## src/rtl/seg_scan_ctrl_if.sv

```systemverilog
`default_nettype none
// ============================================================================
// Module   : seg_scan_ctrl_if
// Brief    : Host write handshake and display-drive bundle for seg_scan_ctrl.
// Revision : 1.0 - initial release
// ============================================================================
interface seg_scan_ctrl_if #(
    parameter int NDIGITS = 4
);
    logic                   wr_valid;
    logic                   wr_ready;
    logic [4*NDIGITS-1:0]   wr_data;
    logic [NDIGITS-1:0]     wr_dp;
    logic                   lzb_en;
    logic [3:0]             digit_num;
    logic [NDIGITS-1:0]     an_n;
    logic                   dp_n;
    logic                   frame_tick;

    modport master (
        output wr_valid, wr_data, wr_dp, lzb_en,
        input  wr_ready, digit_num, an_n, dp_n, frame_tick
    );

    modport slave (
        input  wr_valid, wr_data, wr_dp, lzb_en,
        output wr_ready, digit_num, an_n, dp_n, frame_tick
    );
endinterface
`default_nettype wire

```

## src/rtl/seg_scan_ctrl.sv

```systemverilog
`default_nettype none
// ============================================================================
// Module   : seg_scan_ctrl
// Brief    : Multiplexed 7-segment scan controller with frame-aligned commit.
// Revision : 1.0 - initial release
// ============================================================================
module seg_scan_ctrl #(
    parameter int NDIGITS = 4,
    parameter int DIV     = 50000,
    parameter int GUARD   = 500
) (
    input  wire logic          clk,
    input  wire logic          rst_n,
    seg_scan_ctrl_if.slave     bus
);
    localparam int c_CW = $clog2(DIV);
    localparam int c_IW = (NDIGITS > 1) ? $clog2(NDIGITS) : 1;
    localparam int c_W  = 4 * NDIGITS;
    localparam logic [c_CW-1:0] c_CNT_MAX = c_CW'(DIV - 1);
    localparam logic [c_CW-1:0] c_GUARD   = c_CW'(GUARD);
    localparam logic [c_IW-1:0] c_IDX_MAX = c_IW'(NDIGITS - 1);

    logic [c_CW-1:0]    r_cnt;
    logic [c_IW-1:0]    r_idx;
    logic [c_W-1:0]     r_disp;
    logic [NDIGITS-1:0] r_dp;
    logic [c_W-1:0]     r_pend_data;
    logic [NDIGITS-1:0] r_pend_dp;
    logic               r_pend_full;
    logic               r_frame_tick;
    logic               r_lzb;

    logic               w_slot_end;
    logic               w_wrap;
    logic               w_accept;
    logic [NDIGITS-1:0] w_blank;
    logic               w_lit;

    assign w_slot_end = (r_cnt == c_CNT_MAX);
    assign w_wrap     = w_slot_end && (r_idx == c_IDX_MAX);
    assign w_accept   = bus.wr_valid && !r_pend_full;

    always_ff @(posedge clk or negedge rst_n) begin
        if (!rst_n) begin
            r_cnt        <= '0;
            r_idx        <= '0;
            r_disp       <= '0;
            r_dp         <= '0;
            r_pend_data  <= '0;
            r_pend_dp    <= '0;
            r_pend_full  <= 1'b0;
            r_frame_tick <= 1'b0;
            r_lzb        <= 1'b0;
        end else begin
            r_lzb        <= bus.lzb_en;
            r_frame_tick <= w_wrap;
            if (w_slot_end) begin
                r_cnt <= '0;
                r_idx <= w_wrap ? '0 : r_idx + 1'b1;
            end else begin
                r_cnt <= r_cnt + 1'b1;
            end
            // Accept and commit are mutually exclusive: accept needs an empty buffer.
            if (w_accept) begin
                r_pend_data <= bus.wr_data;
                r_pend_dp   <= bus.wr_dp;
                r_pend_full <= 1'b1;
            end else if (w_wrap && r_pend_full) begin
                r_disp      <= r_pend_data;
                r_dp        <= r_pend_dp;
                r_pend_full <= 1'b0;
            end
        end
    end

    // A digit is blanked when it and every more-significant nibble are zero.
    for (genvar i = 0; i < NDIGITS; i++) begin : g_blank
        if (i == 0) begin : g_lsd
            assign w_blank[i] = 1'b0;
        end else begin : g_upper
            assign w_blank[i] = r_lzb && (r_disp[c_W-1:4*i] == '0);
        end
    end

    assign w_lit = (r_cnt >= c_GUARD) && !w_blank[r_idx];

    for (genvar i = 0; i < NDIGITS; i++) begin : g_an
        assign bus.an_n[i] = !(w_lit && (r_idx == c_IW'(i)));
    end

    assign bus.digit_num  = r_disp[{r_idx, 2'b00} +: 4];
    assign bus.dp_n       = !(r_dp[r_idx] && w_lit);
    assign bus.wr_ready   = !r_pend_full;
    assign bus.frame_tick = r_frame_tick;
endmodule
`default_nettype wire

```

## src/flat_wrapper.sv

```systemverilog
// flat-port wrapper written by rule: the top's interface ports become plain ports
module seg_scan_ctrl_flat 
#(
    parameter int NDIGITS = 4,
    parameter int DIV     = 50000,
    parameter int GUARD   = 500
)
  (clk, rst_n, bus_wr_valid, bus_wr_data, bus_wr_dp, bus_lzb_en, bus_wr_ready, bus_digit_num, bus_an_n, bus_dp_n, bus_frame_tick);
  seg_scan_ctrl_if #(.NDIGITS(NDIGITS)) bus_i ();
  input  wire logic clk;
  input  wire logic rst_n;
  input wire logic [$bits(bus_i.wr_valid)-1:0] bus_wr_valid;
  input wire logic [$bits(bus_i.wr_data)-1:0] bus_wr_data;
  input wire logic [$bits(bus_i.wr_dp)-1:0] bus_wr_dp;
  input wire logic [$bits(bus_i.lzb_en)-1:0] bus_lzb_en;
  output wire logic [$bits(bus_i.wr_ready)-1:0] bus_wr_ready;
  output wire logic [$bits(bus_i.digit_num)-1:0] bus_digit_num;
  output wire logic [$bits(bus_i.an_n)-1:0] bus_an_n;
  output wire logic [$bits(bus_i.dp_n)-1:0] bus_dp_n;
  output wire logic [$bits(bus_i.frame_tick)-1:0] bus_frame_tick;
  assign bus_i.wr_valid = bus_wr_valid;
  assign bus_i.wr_data = bus_wr_data;
  assign bus_i.wr_dp = bus_wr_dp;
  assign bus_i.lzb_en = bus_lzb_en;
  assign bus_wr_ready = bus_i.wr_ready;
  assign bus_digit_num = bus_i.digit_num;
  assign bus_an_n = bus_i.an_n;
  assign bus_dp_n = bus_i.dp_n;
  assign bus_frame_tick = bus_i.frame_tick;
  seg_scan_ctrl #(.NDIGITS(NDIGITS), .DIV(DIV), .GUARD(GUARD)) u_core (.clk(clk), .rst_n(rst_n), .bus(bus_i));
endmodule
```

## config.mk

```make
export PLATFORM = sky130hd
export DESIGN_NAME = seg_scan_ctrl_flat
export DESIGN_NICKNAME = d
export VERILOG_FILES = /design/src/rtl/seg_scan_ctrl_if.sv /design/src/rtl/seg_scan_ctrl.sv /design/src/flat_wrapper.sv
export SDC_FILE = /design/constraint.sdc
export NUM_CORES = 1
export LEC_CHECK = 0
export BUFFER_PORTS_ARGS = -buffer_cell sky130_fd_sc_hd__clkbuf_2
export CAP_MARGIN = 20
export CORE_MARGIN = 3
export CORE_UTILIZATION = 51
export DETAILED_ROUTE_END_ITERATION = 7
export PLACE_DENSITY = 0.78
export SLEW_MARGIN = 20
export SYNTH_ARGS = -nofsm -noshare
export SYNTH_HDL_FRONTEND = slang
export SYNTH_SLANG_ARGS = --single-unit
```

## constraint.sdc

```tcl
create_clock -name clk -period 1.8 [get_ports clk]
set_input_delay 0.45 -clock clk [delete_from_list [all_inputs] [get_ports clk]]
set_output_delay 0.45 -clock clk [all_outputs]
set_load 0.02 [all_outputs]
```

Word-level counts from Yosys, hierarchy flattened

Cells that the tools add are included.

Reductions and logical operators: 25
Shift-type cells: 1
Add/subtract/negate cells: 2
Bitwise gates (word level): 1
Mux-type cells: 8
Magnitude comparators: 2
Equal/unequal tests: 4

Operators with widths:

| kind                                                 | number |
|---|---|
| adder 16 x 1 -> 16 bit, second input constant        | 1 |
| == test 16 bit, second input constant                | 1 |
| >= comparator 16 x 9 -> 1 bit, second input constant | 1 |
| two-way mux 16 bit                                   | 1 |
| indexed part select 16 x 5 -> 4 bit                  | 1 |
| logical AND 1 bit                                    | 12 |
| logical NOT 12 bit                                   | 1 |
| logical NOT 8 bit                                    | 1 |
| logical NOT 1 bit                                    | 7 |
| binary-select mux 1 bit (select 2 bit)               | 2 |
| == test 2 bit, second input constant                 | 2 |
| logical NOT 4 bit                                    | 1 |
| two-way mux 1 bit                                    | 4 |
| < comparator 2 x 3 -> 1 bit, second input constant   | 1 |
| adder 2 x 1 -> 2 bit, second input constant          | 1 |
| == test 2 x 1 -> 1 bit, second input constant        | 1 |
| logical NOT 2 bit                                    | 1 |
| two-way mux 2 bit                                    | 1 |
| AND reduction 2 bit                                  | 1 |
| nonzero test 2 bit                                   | 1 |
| NOT 1 bit                                            | 1 |

Output and inout port bits: 11
Flip-flop bits (word level): 61
Word-level logic and storage cells: 52

Depth between registers and ports, before layout

Word-level depth: 8
Gate-level depth with buffers: 6

Least setup slack after synthesis

No wires, ideal clock.

Path kind: register to output
Start point: register u_core.r_cnt[6]
End point: output bus_dp_n
Required time: 1350 ps
Setup slack: -173 ps
Stages on the path, launching flop included: 5
Buffers on the path: 1
Data arrival time: 1523 ps
Path through: dfrtp_1 -> buf_2 -> nand3_1 -> o311ai_0 -> nand3_1

Word-level cells in the longest chain between the ends: 4

Ends and longest elaborated chain:

| item                          | RTL line            | source |
|---|---|---|
| start: declaration            | seg_scan_ctrl.sv:23 | `logic [c_CW-1:0] r_cnt;` |
| start signal: assignment      | seg_scan_ctrl.sv:61 | `r_cnt <= r_cnt + 1'b1;` |
| >= comparator 16 x 9 -> 1 bit | seg_scan_ctrl.sv:85 | `assign w_lit = (r_cnt >= c_GUARD) && !w_blank[r_idx];` |
| logical AND 1 bit             | seg_scan_ctrl.sv:85 |  |
| logical AND 1 bit             | seg_scan_ctrl.sv:92 | `assign bus.dp_n = !(r_dp[r_idx] && w_lit);` |
| logical NOT 1 bit             | seg_scan_ctrl.sv:92 |  |
| end: declaration              | flat_wrapper.sv:19  | `output wire logic [$bits(bus_i.dp_n)-1:0] bus_dp_n;` |

Every way passes these cells.

Worst setup path in the final report

Start point: register u_core.r_disp[10]
End point: output bus_an_n[3]

Word-level cells in the longest chain between the ends: 8
Elaborated cells on any way between the ends: 10
Those cells by class: 2 x mux; 8 x reduce/logical

Ends and longest elaborated chain:

| item                                                           | RTL line            | source |
|---|---|---|
| start: declaration                                             | seg_scan_ctrl.sv:25 | `logic [c_W-1:0] r_disp;` |
| start signal: assignment                                       | seg_scan_ctrl.sv:69 | `r_disp <= r_pend_data;` |
| logical NOT 12 bit / logical NOT 8 bit (equally long branches) | seg_scan_ctrl.sv:81 | `assign w_blank[i] = r_lzb && (r_disp[c_W-1:4*i] == '0);` |
| logical AND 1 bit                                              | seg_scan_ctrl.sv:81 |  |
| binary-select mux 1 bit (select 2 bit) *                       | seg_scan_ctrl.sv:85 |  |
| two-way mux 1 bit (not written as such) *                      | seg_scan_ctrl.sv:85 |  |
| logical NOT 1 bit *                                            | seg_scan_ctrl.sv:85 |  |
| logical AND 1 bit *                                            | seg_scan_ctrl.sv:85 |  |
| logical AND 1 bit *                                            | seg_scan_ctrl.sv:88 | `assign bus.an_n[i] = !(w_lit && (r_idx == c_IW'(i)));` |
| logical NOT 1 bit *                                            | seg_scan_ctrl.sv:88 |  |
| end: declaration                                               | flat_wrapper.sv:18  | `output wire logic [$bits(bus_i.an_n)-1:0] bus_an_n;` |

Mark *: on every way between the ends. The rest lies on a longest branch, timed or not. The select of a mux whose other input is x is not followed.

==> impl_results.md <==
- Run status: finished with violations
- Failing checks: setup timing
- Worst flop-to-flop path startpoint: u_core.r_cnt[10]$_DFF_PN0_
- Period utilization: 1.364
- Sequential cell area: 1526 µm²
- CTS Buf Count: 9
- Worst-Margin Slew: 605.1 ps
- Cell-internal power: about 0.0024 W
- CP Max Fanout: 5
- Vias: about 1,900
- Hold Buf Count CTS: 0
- CORE AREA: 5140 µm²
- Total negative slack: -6103 ps
- Share of the synthesized area in the top cell type: 0.5563
- Vias in the first global route: between 1,500 and 2,000
- IO buf count: 34
- Worst skew pair latency: ~340 ps
- Achievable Freq: just over 400 MHz
- Final Util: 0.7076
- Drt drc: 0
- FFs w/ async S/R, synth: 1.000
- Comb power frac: 0.035
- # clock sinks: approximately 60
- FF-to-FF End: u_core.r_disp[0]$_DFFE_PN0P_
- Drt wl/cell: about 16 µm
- Max-Cap Viols: 0
- Sequential Power Share: 0.483
- Initial antenna violation count: 0
- Pwr/cell area: around 830 nW/µm²
- Final hold violation count: 0
- Area of the multi-input gates: 1210 µm²
- Clock network power share: 0.482
- Largest net degree at the start of global routing: 62
- Worst setup margin: -655.0 ps
- Total global-route track usage: 0.1996
- Syn Area/Cell: between 10 and 15 µm²
- Max_slew headroom: 0.5959
- IO Count: 35
- Net Sw Power: between 0.0006 and 0.0007 W
- Netlist area before placement: ~2700 µm²
- Critical path data required time: around 1400 ps
- Flop-to-flop setup slack: -140 ps
- Crit end category: output pin
- FP Rows: 26
- Final antenna-violating net count: 0
- Reg2Reg Depth: 6
- Final layout net count: 309
- RSZ-0062 raised after global routing: true
- Tmin final: 2455 ps
- Final HPWL DP: slightly below 4 mm
- CTS Buffer Depth: 2
- Top FF cell, synth: dfrtp_1
- CP arrival: 2000 ps
- Vias/cell: between 5 and 6
- Initial core utilization: 0.5338
- Pleak: around 1.8 nW
- Final wirelength: approximately 5.6 mm
- Clock tree from TritonCTS: done
- HP Class: in -> async
- Detailed Route Iter0 Violations: approximately 120
- Clock skew: around 8.9 ps
- Critical Path Start Type: register
- Diode count: 0
- Min Hold Slack: between 100 and 150 ps
- Pre-CTS setup slack: -356.0 ps
- Slew Limit Fails: 0
- Seq cells post-synth: 61
- Netlist cell types: 40
- Max VDD drop: 0.0008754 V
- Final setup fails: 29
- Register area share after synthesis: 0.5563
- Post-synth EDFFs: 0
- Critical path type: reg -> out
- First-pass iteration count of the detailed router: 6
- Clock root buffer: clkbuf_8
- Die X: slightly below 80 µm
- Die Y: ~79 µm
- Clk slew on worst S/H paths: around 70 ps
- Switching share of power: 0.2021
- Die Footprint: about 6300 µm²
- Largest cells by area after synthesis: dfrtp_1, mux2_2, mux4_2, ha_1, xnor2_1
- Layout cell share with drive strength beyond 1: 0.5070
- Final Wtd Congestion: 0.8005
- Fill cells: 371
- Net count after synthesis: ~240
- Gr ovfl total: 0
- Synth warn: 0
- Cells after Synth: between 200 and 250
- First-pass GRT wire length: about 9.4 mm
- Synth area leader: dfrtp_1
- Area grow syn2layout: 32.56%
- Htree depth: 3
worst max-delay path by stage:
| stage | from | end | slack, ps | cells past startpoint |
|---|---|---|---|---|
| final | u_core.r_disp[10]$_DFFE_PN0P_ | bus_an_n[3] | -650 | 5 |
| after CTS | u_core.r_disp[5]$_DFFE_PN0P_ | bus_an_n[1] | -680 | 5 |
| after global routing | u_core.r_disp[5]$_DFFE_PN0P_ | bus_an_n[1] | -760 | 5 |
| after detailed placement | u_core.r_disp[10]$_DFFE_PN0P_ | bus_an_n[1] | -360 | 5 |
| after floorplan | u_core.r_disp[10]$_DFFE_PN0P_ | bus_an_n[0] | -110 | 4 |
| after global placement | u_core.r_disp[10]$_DFFE_PN0P_ | bus_an_n[1] | -320 | 5 |
layer usage:
metal	vias up	routed length [µm]	track usage
met5	-	0	0
met4	0	129	0.09278
met3	13	247	0.04875
met2	50	2651	0.2988
met1	922	2562	0.2748
li1	893	-	-
timing repair:
action,in CTS,in global routing
endpoints found under the setup margin,29,29
pin swaps,6,1
resized for setup,18,20
gates cloned,0,0
buffers inserted,1,2
logic make-up (layout without fill, tap and decap cells):
group	Yosys count	after routing	synth area share
flops	61	61	0.5563
simple gates	59	59	0.1254
buf+inv	14	92	0.02599
fa+ha+maj	6	6	0.02736
xor+xnor	10	10	0.03192
compound gates	11	11	0.02782
mux	45	45	0.2052
cell type report:
| class | count | share of cell area |
|---|---|---|
| timing repair buffer | 70 | 0.1517 |
| clock inverter | 6 | 0.03062 |
| multi-input combinational | 131 | 0.3326 |
| sequential | 61 | 0.4197 |
| tap | 70 | 0.02408 |
| inverter | 6 | 0.006192 |
| clock buffer | 10 | 0.03509 |
synthesized netlist by cell type (2+ instances only):
cell type / number
xnor2_1: 7
nand4_1: 3
inv_1: 6
nor3_1: 8
and3_1: 3
nand3_1: 11
xor2_1: 3
nand2_1: 4
o31ai_1: 2
or3_1: 2
o21ai_0: 2
a21oi_1: 2
buf_6: 2
mux4_2: 5
nor2b_1: 2
buf_2: 3
nor2_1: 11
dfrtp_1: 61
mux2_2: 40
or4_1: 3
clkbuf_1: 2
ha_1: 6
flip-flops by register name, summed over array words and instances (netlist names):
signal                 count
u_core.r_lzb               1
u_core.r_pend_dp           4
u_core.r_disp             16
u_core.r_cnt              16
u_core.r_pend_data        16
u_core.r_pend_full         1
u_core.r_dp                4
u_core.bus.frame_tick      1
u_core.r_idx               2
worst max-delay path, cell delays in order, from the launching register on:
cell,delay [ps]
dfrtp_1,380
or4_4,560
a21oi_2,170
o211ai_1,210
nand3_1,180
clkbuf_8,160
metrics by stage:
step | cells | cell area, µm² | total power [W]
final | 354 | 3637 | 0.003013
after global placement | 335 | 3238 | 0.001578
after global routing | 354 | 3637 | 0.003129
after floorplan | 206 | 2744 | 0.001512
after detailed placement | 335 | 3238 | 0.001587
after CTS | 352 | 3567 | 0.003046
power groups by stage:
stage	sequential [W]	clock [W]	combinational, W
CTS	0.00145	0.00149	0.000108
detailed placement	0.00148	0	0.000108
floorplan	0.00147	0	0.0000459
global placement	0.00148	0	0.000101
finish	0.00145	0.00145	0.000105
global route	0.00146	0.00155	0.000119
placed cells by master (no fill, tap or decap), types with 3 or more instances in the layout:
master,n
and3_1,3
buf_12,3
buf_4,32
buf_6,5
bufinv_16,3
clkbuf_2,25
clkbuf_8,13
dfrtp_1,61
ha_1,6
inv_1,6
mux2_2,33
mux2_4,7
mux4_2,5
nand2_1,4
nand3_1,11
nand4_1,3
nor2_1,11
nor3_1,7
or4_4,3
xnor2_1,7
xor2_1,3
Power figures use the tool's default switching activity.
